===== src/rtl/hazard_pkg.sv =====
// Shared opcode constants and stage-select encoding for the load-use hazard detector.
package hazard_pkg;

    localparam logic [6:0] LOAD_OP = 7'b0000011;
    localparam logic [6:0] NOP_OP  = 7'b0000000;

    typedef enum logic [1:0] {
        SEL_FETCH  = 2'b00,
        SEL_DECODE = 2'b01,
        SEL_EXEC   = 2'b10,
        SEL_MEM    = 2'b11
    } stage_sel_t;

endpackage


===== src/rtl/hazard_cond.sv =====
// Combinational load-use hazard condition: classifies stage opcodes and forms next-stall.
module hazard_cond
    import hazard_pkg::*;
#(
    parameter logic [6:0] LoadOp = LOAD_OP,
    parameter logic [6:0] NopOp  = NOP_OP
) (
    input  logic [1:0] sel_i,
    input  logic [6:0] fetch_i,
    input  logic [6:0] decode_i,
    input  logic [6:0] exec_i,
    input  logic [6:0] mem_i,
    output logic       stall_d_o
);

    function automatic logic is_load(input logic [6:0] op);
        return op == LoadOp;
    endfunction

    // Loads are excluded so back-to-back loads never stall.
    function automatic logic is_consumer(input logic [6:0] op);
        return (op != NopOp) && (op != LoadOp);
    endfunction

    // Fetch opcode never participates in a hazard check.
    logic unused_fetch;
    assign unused_fetch = ^fetch_i;

    stage_sel_t sel;
    assign sel = stage_sel_t'(sel_i);

    always_comb begin
        stall_d_o = 1'b0;
        unique case (sel)
            SEL_FETCH:  stall_d_o = 1'b0;
            SEL_DECODE: stall_d_o = is_load(exec_i) && is_consumer(decode_i);
            SEL_EXEC:   stall_d_o = is_load(exec_i)
                                    && (is_consumer(decode_i) || is_consumer(mem_i));
            SEL_MEM:    stall_d_o = is_load(mem_i) && is_consumer(decode_i);
            default:    stall_d_o = 1'b0;
        endcase
    end

endmodule


===== src/rtl/hazard_unit.sv =====
// Load-use hazard detector: registered stall request with synchronous active-high reset.
module hazard_unit #(
    parameter logic [6:0] LOAD_OP = hazard_pkg::LOAD_OP,
    parameter logic [6:0] NOP_OP  = hazard_pkg::NOP_OP
) (
    input  logic       clk,
    input  logic       rst,
    input  logic [1:0] pipeline_state,
    input  logic [6:0] fetch,
    input  logic [6:0] decode,
    input  logic [6:0] exec,
    input  logic [6:0] mem,
    output logic       stall
);

    logic stall_d;
    logic stall_q;

    hazard_cond #(
        .LoadOp(LOAD_OP),
        .NopOp (NOP_OP)
    ) u_hazard_cond (
        .sel_i    (pipeline_state),
        .fetch_i  (fetch),
        .decode_i (decode),
        .exec_i   (exec),
        .mem_i    (mem),
        .stall_d_o(stall_d)
    );

    always_ff @(posedge clk) begin
        if (rst) begin
            stall_q <= 1'b0;
        end else begin
            stall_q <= stall_d;
        end
    end

    assign stall = stall_q;

endmodule


===== config.mk =====
export PLATFORM = sky130hd
export DESIGN_NAME = hazard_unit
export DESIGN_NICKNAME = d
export VERILOG_FILES = /design/src/rtl/hazard_pkg.sv /design/src/rtl/hazard_cond.sv /design/src/rtl/hazard_unit.sv
export SDC_FILE = /design/constraint.sdc
export NUM_CORES = 1
export LEC_CHECK = 0
export CORE_AREA = 2 2 39 41
export DETAILED_ROUTE_END_ITERATION = 10
export DIE_AREA = 0 0 41 43
export DONT_BUFFER_PORTS = 1
export GPL_TIMING_DRIVEN = 0
export SLEW_MARGIN = 30
export SYNTH_ARGS = -nofsm -noshare
export SYNTH_HDL_FRONTEND = slang
export SYNTH_SLANG_ARGS = --single-unit

===== constraint.sdc =====
create_clock -name clk -period 1.3 [get_ports clk]
set_input_delay 0.26 -clock clk [delete_from_list [all_inputs] [get_ports clk]]
set_output_delay 0.26 -clock clk [all_outputs]
set_load 0.05 [all_outputs]

; Word-level counts from Yosys, hierarchy flattened
; Index checks and enable logic that the tools add are counted.
[word_totals]
inputBits = 32
register_bits = 1
[classes]
muxes = 1
eq_ne = 7
reduce_logical = 9
[ops]
columns = cell, n
row1 = == test 7 x 2 -> 1 bit (second input constant), 2
row2 = inequality test 7 x 2 -> 1 bit (second input constant), 2
row3 = nonzero test 7 bit, 2
row4 = logical AND 1 bit, 5
row5 = == test 2 bit (second input constant), 2
row6 = case mux 1 bit (4 select lines), 1
row7 = == test 2 x 1 -> 1 bit (second input constant), 1
row8 = zero test 2 bit, 1
row9 = logical OR 1 bit, 1

; Logic depth before layout (Yosys ltp)
[logic_depth]
ltp_word = 5
ltp_mapped = 4

; By module
; A second synthesis with hierarchy kept.
[unflattened]
hier_cells = 18
area_unflattened_um2 = 153.9
[by_module_without_submodules]
columns = module, cells_each, area_per_inst_um2, n_inst
row1 = hazard_cond, 16, 120.1, 1
row2 = hazard_unit, 2, 33.8, 1

; Worst setup path before layout
; OpenSTA, ideal clock, no wires.
[synth_timing]
kind = input to register
from = input decode[3]
to = register stall_q, in the netlist stall
t_arrival_ns = 1.147
n_path_buf = 0
slack_ns = 0.039
stages = 4
cell_sequence = or4_1 nor3_2 a211oi_1 a21o_1
[synth_via]
elab_chain_cells = 5
word_cells_on_any_way = 8
classes_between = eq/ne: 1 / mux: 1 / reduce/logical: 6
[synth_lines]
columns = element, line_no
row1 = from (decl), hazard_unit.sv:10  ; input logic [6:0] decode,
row2 = inequality test 7 x 2 -> 1 bit / nonzero test 7 bit (equally long branches), hazard_cond.sv:22  ; return (op != NopOp) && (op != LoadOp);
row3 = logical AND 1 bit (*), hazard_cond.sv:22
row4 = logical OR 1 bit, hazard_cond.sv:38  ; && (is_consumer(decode_i) || is_consumer(mem_i));
row5 = logical AND 1 bit, hazard_cond.sv:38
row6 = case mux 1 bit (4 select lines) (*), hazard_cond.sv:34  ; unique case (sel)
row7 = to (signal assigned), hazard_unit.sv:35  ; stall_q <= stall_d;
row8 = to (decl), hazard_unit.sv:17  ; logic stall_q;
; Every way passes the cells marked *; elsewhere a longest branch is shown, timed or not.
; A chain may end at the register's enable or synchronous reset.

; Worst setup path in the final report
; Ends and elaborated chain as after synthesis.

==> results.txt <==
The initial antenna violation count came to 0. Setup violations remaining at the end of the flow were counted as 0. The total global routing track utilization is 0.03003. The reported leakage power is 0.05056 nW. The buffers plus inverters on the worst setup path is 0. The number of nets with antenna violations after routing is 0. The area added between synthesis and finish came out at 23.08%. The number of flip-flops in the largest register came out at 1. The synthesized design spends more area on one cell type than any other, namely dfxtp_1. Final hold analysis gives a worst-case slack of 501.3 ps.

The number of antenna diodes in the final layout is 0. The die area came out at 0.001763 mm^2. The count of endpoints failing hold in the final timing report is 0.

The worst path arrival time is 1170 ps. The final standard cell utilization of the core came out at 0.1157. The number of cell rows is 14.

The power after layout came out at 0.00004812 W. The post-CTS setup buffer count came out at 0. The number of distinct library cell variants in the gate-level netlist after synthesis is 16. The routability-driven placement congestion ratio came out at 0.5405. The setup slack after layout came out at 18.77 ps. Setup repair after global routing could not meet its margin everywhere. The half-perimeter wire length of the detailed placement result came out at 344.7 um. The top-area cell type share of the netlist area is 0.1538. The fraction of final layout cells sized beyond drive strength 1 came out at 0.1111. Summed over all failing endpoints, the final setup total negative slack is 0 ps.

The run finished with clean final reports. The power density relative to cell area came out at 300.5 mW/mm^2. The number of nets in the synthesized netlist is 50.

For this run, design rule violations remaining after detail routing come to 0. The count of hold buffers inserted by post-cts repair came out at 0. The number of pins with negative max-slew slack in the final report was 0. Walking the worst path, the cells encountered are or4_4 -> nor3_4 -> a211oi_1 -> a21o_1. The area of the core region is 0.001384 mm^2. The number of global-route vias before repair is 117. Max-cap violations in this run came to 0.

The critical-path cell with the highest stage delay is or4_4. Wires add up to 331 um. The largest driver fanout on the critical path came out at 2. The worst vdd rail ir drop came out at 0.07455 mV. The synthesis warning total came out at 0. The worst setup path is launched from an input pin.

In the finished design, the share of the clock period the worst path needs comes to 0.9856. The effective utilization at floorplan is 0.09403. The maximum cell stage delay along the critical path is 520 ps. The worst slack after detailed placement came out at -43.65 ps. The average cell area after synthesis came out at 7.229 um^2. The first global-routing pass estimated 386 um of wire.

The post-detailed-route wirelength per cell is 9.735 um. The required time at the endpoint of the critical path is 1190 ps. Clock-pin slew was measured on the worst setup and hold paths at 0 ps. The global-route congestion overflow total came out at 0. The transition at the pin with the smallest max-transition slack is 482.5 ps. The highest attainable clock frequency came out at 780.5 MHz.

After layout, the minimum clock period comes to 1281 ps. The number of placed I/O pins is 33. The share of the Yosys chip area taken by registers is 0.1538.

Yosys attributes the largest share of cell area to dfxtp_1, nor3_2, nand4b_1, xnor2_1, xor2_1. The worst hold path belongs to the class input pin to flip-flop. The fill cell instance count of the final layout is 168. The total number of vias is 148. The violation count after the first detailed-routing iteration is 0. The largest net degree at the start of global routing came out at 4. The synthesized netlist cell count is 18.

The number of I/O port buffers came out at 0. The family with the most delay on the worst path is simple AND/OR/NAND/NOR gates. The detailed-routing iteration count for the pre-antenna-repair pass came out at 1. The overall die height is 43 um.

The final layout contains 52 nets. The critical path is of the input pin to flip-flop type. The worst setup path is captured at a flip-flop.

The worst slew margin relative to its limit came out at 0.6779. The number of vias per cell after detailed routing came out at 4.353. In this run, synthesis produced a sequential element count of 1. The horizontal die dimension is 41 um. The area of the mapped netlist came out at 130.1 um^2.
[logic make-up after synthesis]
logic type       share of synthesized area
AO/OA/AOI/OAI                       0.1635
AND/OR/NAND/NOR                     0.5482
XOR/XNOR                            0.1346
flip-flops                          0.1539
[cells in the final DEF (no fill, tap or decap)]
cell      count
nor2_1        2
nand2_1       2
nor3_1        1
nand3_1       1
nor4_1        1
nand4b_1      1
o22ai_1       1
xor2_1        1
or4_4         1
nor3_4        1
nor3b_1       1
xnor2_1       1
and3_1        1
a211oi_1      1
a21o_1        1
dfxtp_1       1
[cell usage after synthesis (all sizes together)]
cell type	number
nand2	2
xnor2	1
nand3	1
nor2	2
nor3	2
dfxtp	1
nor3b	1
o22ai	1
nand4b	1
and3	1
xor2	1
a21o	1
or4	1
a211oi	1
nor4	1
[layer usage]
layer / routed length (um) / up-vias / track usage
li1: - / 70 / -
met1: 100 / 60 / 0.03503
met2: 148 / 18 / 0.05938
met3: 81 / 0 / 0
met4: 0 / 0 / 0
met5: 0 / - / 0
[area by class of cell]
| cell class | instances | area [um^2] | share of cell area |
|---|---|---|---|
| multi-input cells | 17 | 120.1 | 0.7500 |
| flip-flops and latches | 1 | 20.02 | 0.1250 |
| well taps | 16 | 20.02 | 0.1250 |
[metrics by stage]
step,cell area (um^2),instances
final,160.2,34
after global routing,160.2,34
after CTS,160.2,34
after detailed placement,150.1,34
after global placement,150.1,34
after floorplan,130.1,18
[path summary, 6_finish.rpt]
kind,to,cells past startpoint,slack (ps),start
max,stall,4,20,decode[3]
min,stall,2,500,rst
[what timing repair did]
| item | in CTS | in global routing |
|---|---|---|
| gates cloned | 0 | 0 |
| endpoints found under the setup margin | 1 | 1 |
| pin swaps | 0 | 0 |
| resized for setup | 2 | 0 |
[power by group]
part / internal (W) / switching [W]
Combinational: 0.00000956 / 0.00000677
Sequential: 0.0000314 / 0.000000376
Clock: 0 / 0
Total: 0.0000410 / 0.00000715
Note: power is estimated with default switching activity, not from simulation.
==> edit, RTL diff (same flow settings) <==
Reset style: asynchronous (`rst`), changed in one clocked block. Comments in the files are not updated.
--- a/src/rtl/hazard_unit.sv
+++ b/src/rtl/hazard_unit.sv
@@ -29,5 +29,5 @@
     );
 
-    always_ff @(posedge clk) begin
+    always_ff @(posedge clk or posedge rst) begin
         if (rst) begin
             stall_q <= 1'b0;
Check against the original RTL: differs if rst is asserted again (counterexample within 4 cycles, from zero or initial values and one cycle with rst high); with rst held inactive, the same outputs for 10 cycles.
==> edit against the original RTL <==
- the flow now finishes with violations (negative setup slack)
- worst hold slack gained 0.042 ns
- final area grew 27%
- sequential cell count is the same
- first-iteration DRC count is the same
- wire length grew 25%
- sequential share of layout area shrank 0.23 points
- sequential power grew 2%
- area after synthesis grew 16%
- total power grew 23%
- worst setup slack lost 0.18 ns
- cell count grew 5.9%
- largest cell class unchanged
- highest routed layer unchanged
==> edit: results (changes against the original RTL) <==
Run status
• **status** finished with violations
• **violated checks** negative setup slack

Routing
• **met3 wire len** 42 um, -48%
• **Detail Route Antenna Nets** 0, unchanged
• **DR pass1 iterations** 1, unchanged
• **highest routed layer** met3
• **drt initial violations** 0, unchanged
• **met1 routed wirelength after detailed routing** 106 um, +6.0%
• **wire length on met2** 265 um, +79%
• **average routed wire per standard cell** 11.5 um, +18%
• **number of vias in the routed layout** 161, +8.8%

Yosys
• **asr flop ratio synth** 1.00, +1.00
• **register area share after synthesis** 0.165, +0.0114
• **Yosys warning count** 0, unchanged
• **top area cells in the synthesized netlist** dfrtp_1 (17%), o41ai_2 (11%), nor3_1 (9.9%), or3_4 (7.4%), a211o_1 (5.8%)
• **primary flip-flop cell chosen by synthesis mapping** dfrtp_1
• **net count after synthesis** 51, +2.0%
• **Netlist cell types** 16, unchanged
• **top post-synthesis cells by count** nor3_1 (3), nand2_1 (2)

Layout
• **layout net count** 54, +3.8%
• **fraction of layout instances using a drive strength above 1** 0.200, +0.0889
• **Inserted Diodes** 0, unchanged
• **max FFs per register** 1, unchanged
• **layout filler cell count** 160, -4.8%

Global routing
• **met3 global-route usage** 0, unchanged
• **Global Route Usage Sum** 0.0440, +0.0140
• **GR Layer Usage met2** 0.106, +0.0469
• **number of global-route vias before repair** 174, +49%
• **antenna violations before repair** 0, unchanged
• **first-pass GRT wire length** 579 um, +50%
• **largest net degree at the start of global routing** 4, unchanged
• **met1 track demand over resource** 0.0317, -0.00329

Clocking
• **setup fix buffers added after clock tree synthesis** 0, unchanged
• **Worst-path clk slew** 0 ns, unchanged

STA
• **Hold Worst Slack** 0.543 ns, +0.0417 ns
• **final setup fails** 1, +1
• **Worst Setup Slack, final** -0.162 ns, -0.181 ns
• **headroom to the max-slew limit** 0.706, +0.0279

Setup path
• **Worst Path Arrival** 1.33 ns, +0.16 ns
• **maximum net fanout on the critical path** 2, unchanged

Min path
• **Min-Delay Path Class** primary input to asynchronous set/reset pin

Place
• **RD Place Congestion** 0.499, -7.6%
• **port buffer count** 0, unchanged

Power and ir drop
• **reported leakage power** 0.0704 nW, +39%
• **worst supply voltage drop on vdd** 0.0370 mV, -50%

Run
• **Max Cap Violations** 0, unchanged

[edit: worst paths after layout]
| check | end | start | depth (start not counted) |
|---|---|---|---|
| max in group asynchronous | stall | rst | 2 |
| min | stall | rst | 2 |
| min in group clk | stall | pipeline_state[1] | 2 |
| max | stall | decode[2] | 4 |
[edit: kinds of logic (layout without fill, tap and decap cells)]
| family | Yosys count | after routing | synth area share |
|---|---|---|---|
| DFF | 1 | 1 | 0.165 |
| and+or+nand+nor | 12 | 12 | 0.471 |
| xor gates and xnor gates | 2 | 2 | 0.116 |
| buffers and inverters | 1 | 2 | 0.0248 |
| AOI/OAI and AO/OA | 3 | 3 | 0.223 |
[edit: what timing repair did]
action,in CTS,in global routing
setup endpoints to repair,1,1
resized for setup,2,1
hold endpoints to repair,1,0
hold buffers,1,0
[edit: area by class of cell]
type	instances	area, um^2	share of cell area
Timing Repair Buffer	1	10.0	0.0491
Multi-Input combinational cell	17	145	0.712
Sequential cell	1	25.0	0.123
Tap cell	16	20.0	0.0982
Inverter	1	3.75	0.0184
[edit: worst max-delay path: stages]
cell and delay, ns:
or3_4 0.39, o41ai_4 0.33, nor3_2 0.08, a211o_1 0.27
[edit: through the flow]
stage | setup slack, ns | setup TNS (ns) | instances | instance area, um^2
2_1_floorplan | -0.110 | -0.110 | 19 | 151
3_3_place_gp | -0.190 | -0.190 | 35 | 171
3_5_place_dp | -0.177 | -0.177 | 35 | 171
4_1_cts | -0.170 | -0.170 | 36 | 199
5_1_grt | -0.208 | -0.208 | 36 | 204
6_report | -0.162 | -0.162 | 36 | 204
[edit: power by group]
part	leakage [nW]	switching (mW)	internal, mW
Sequential	0.0140	0.000668	0.0319
Combinational	0.0564	0.0118	0.0151
Clock	0	0	0
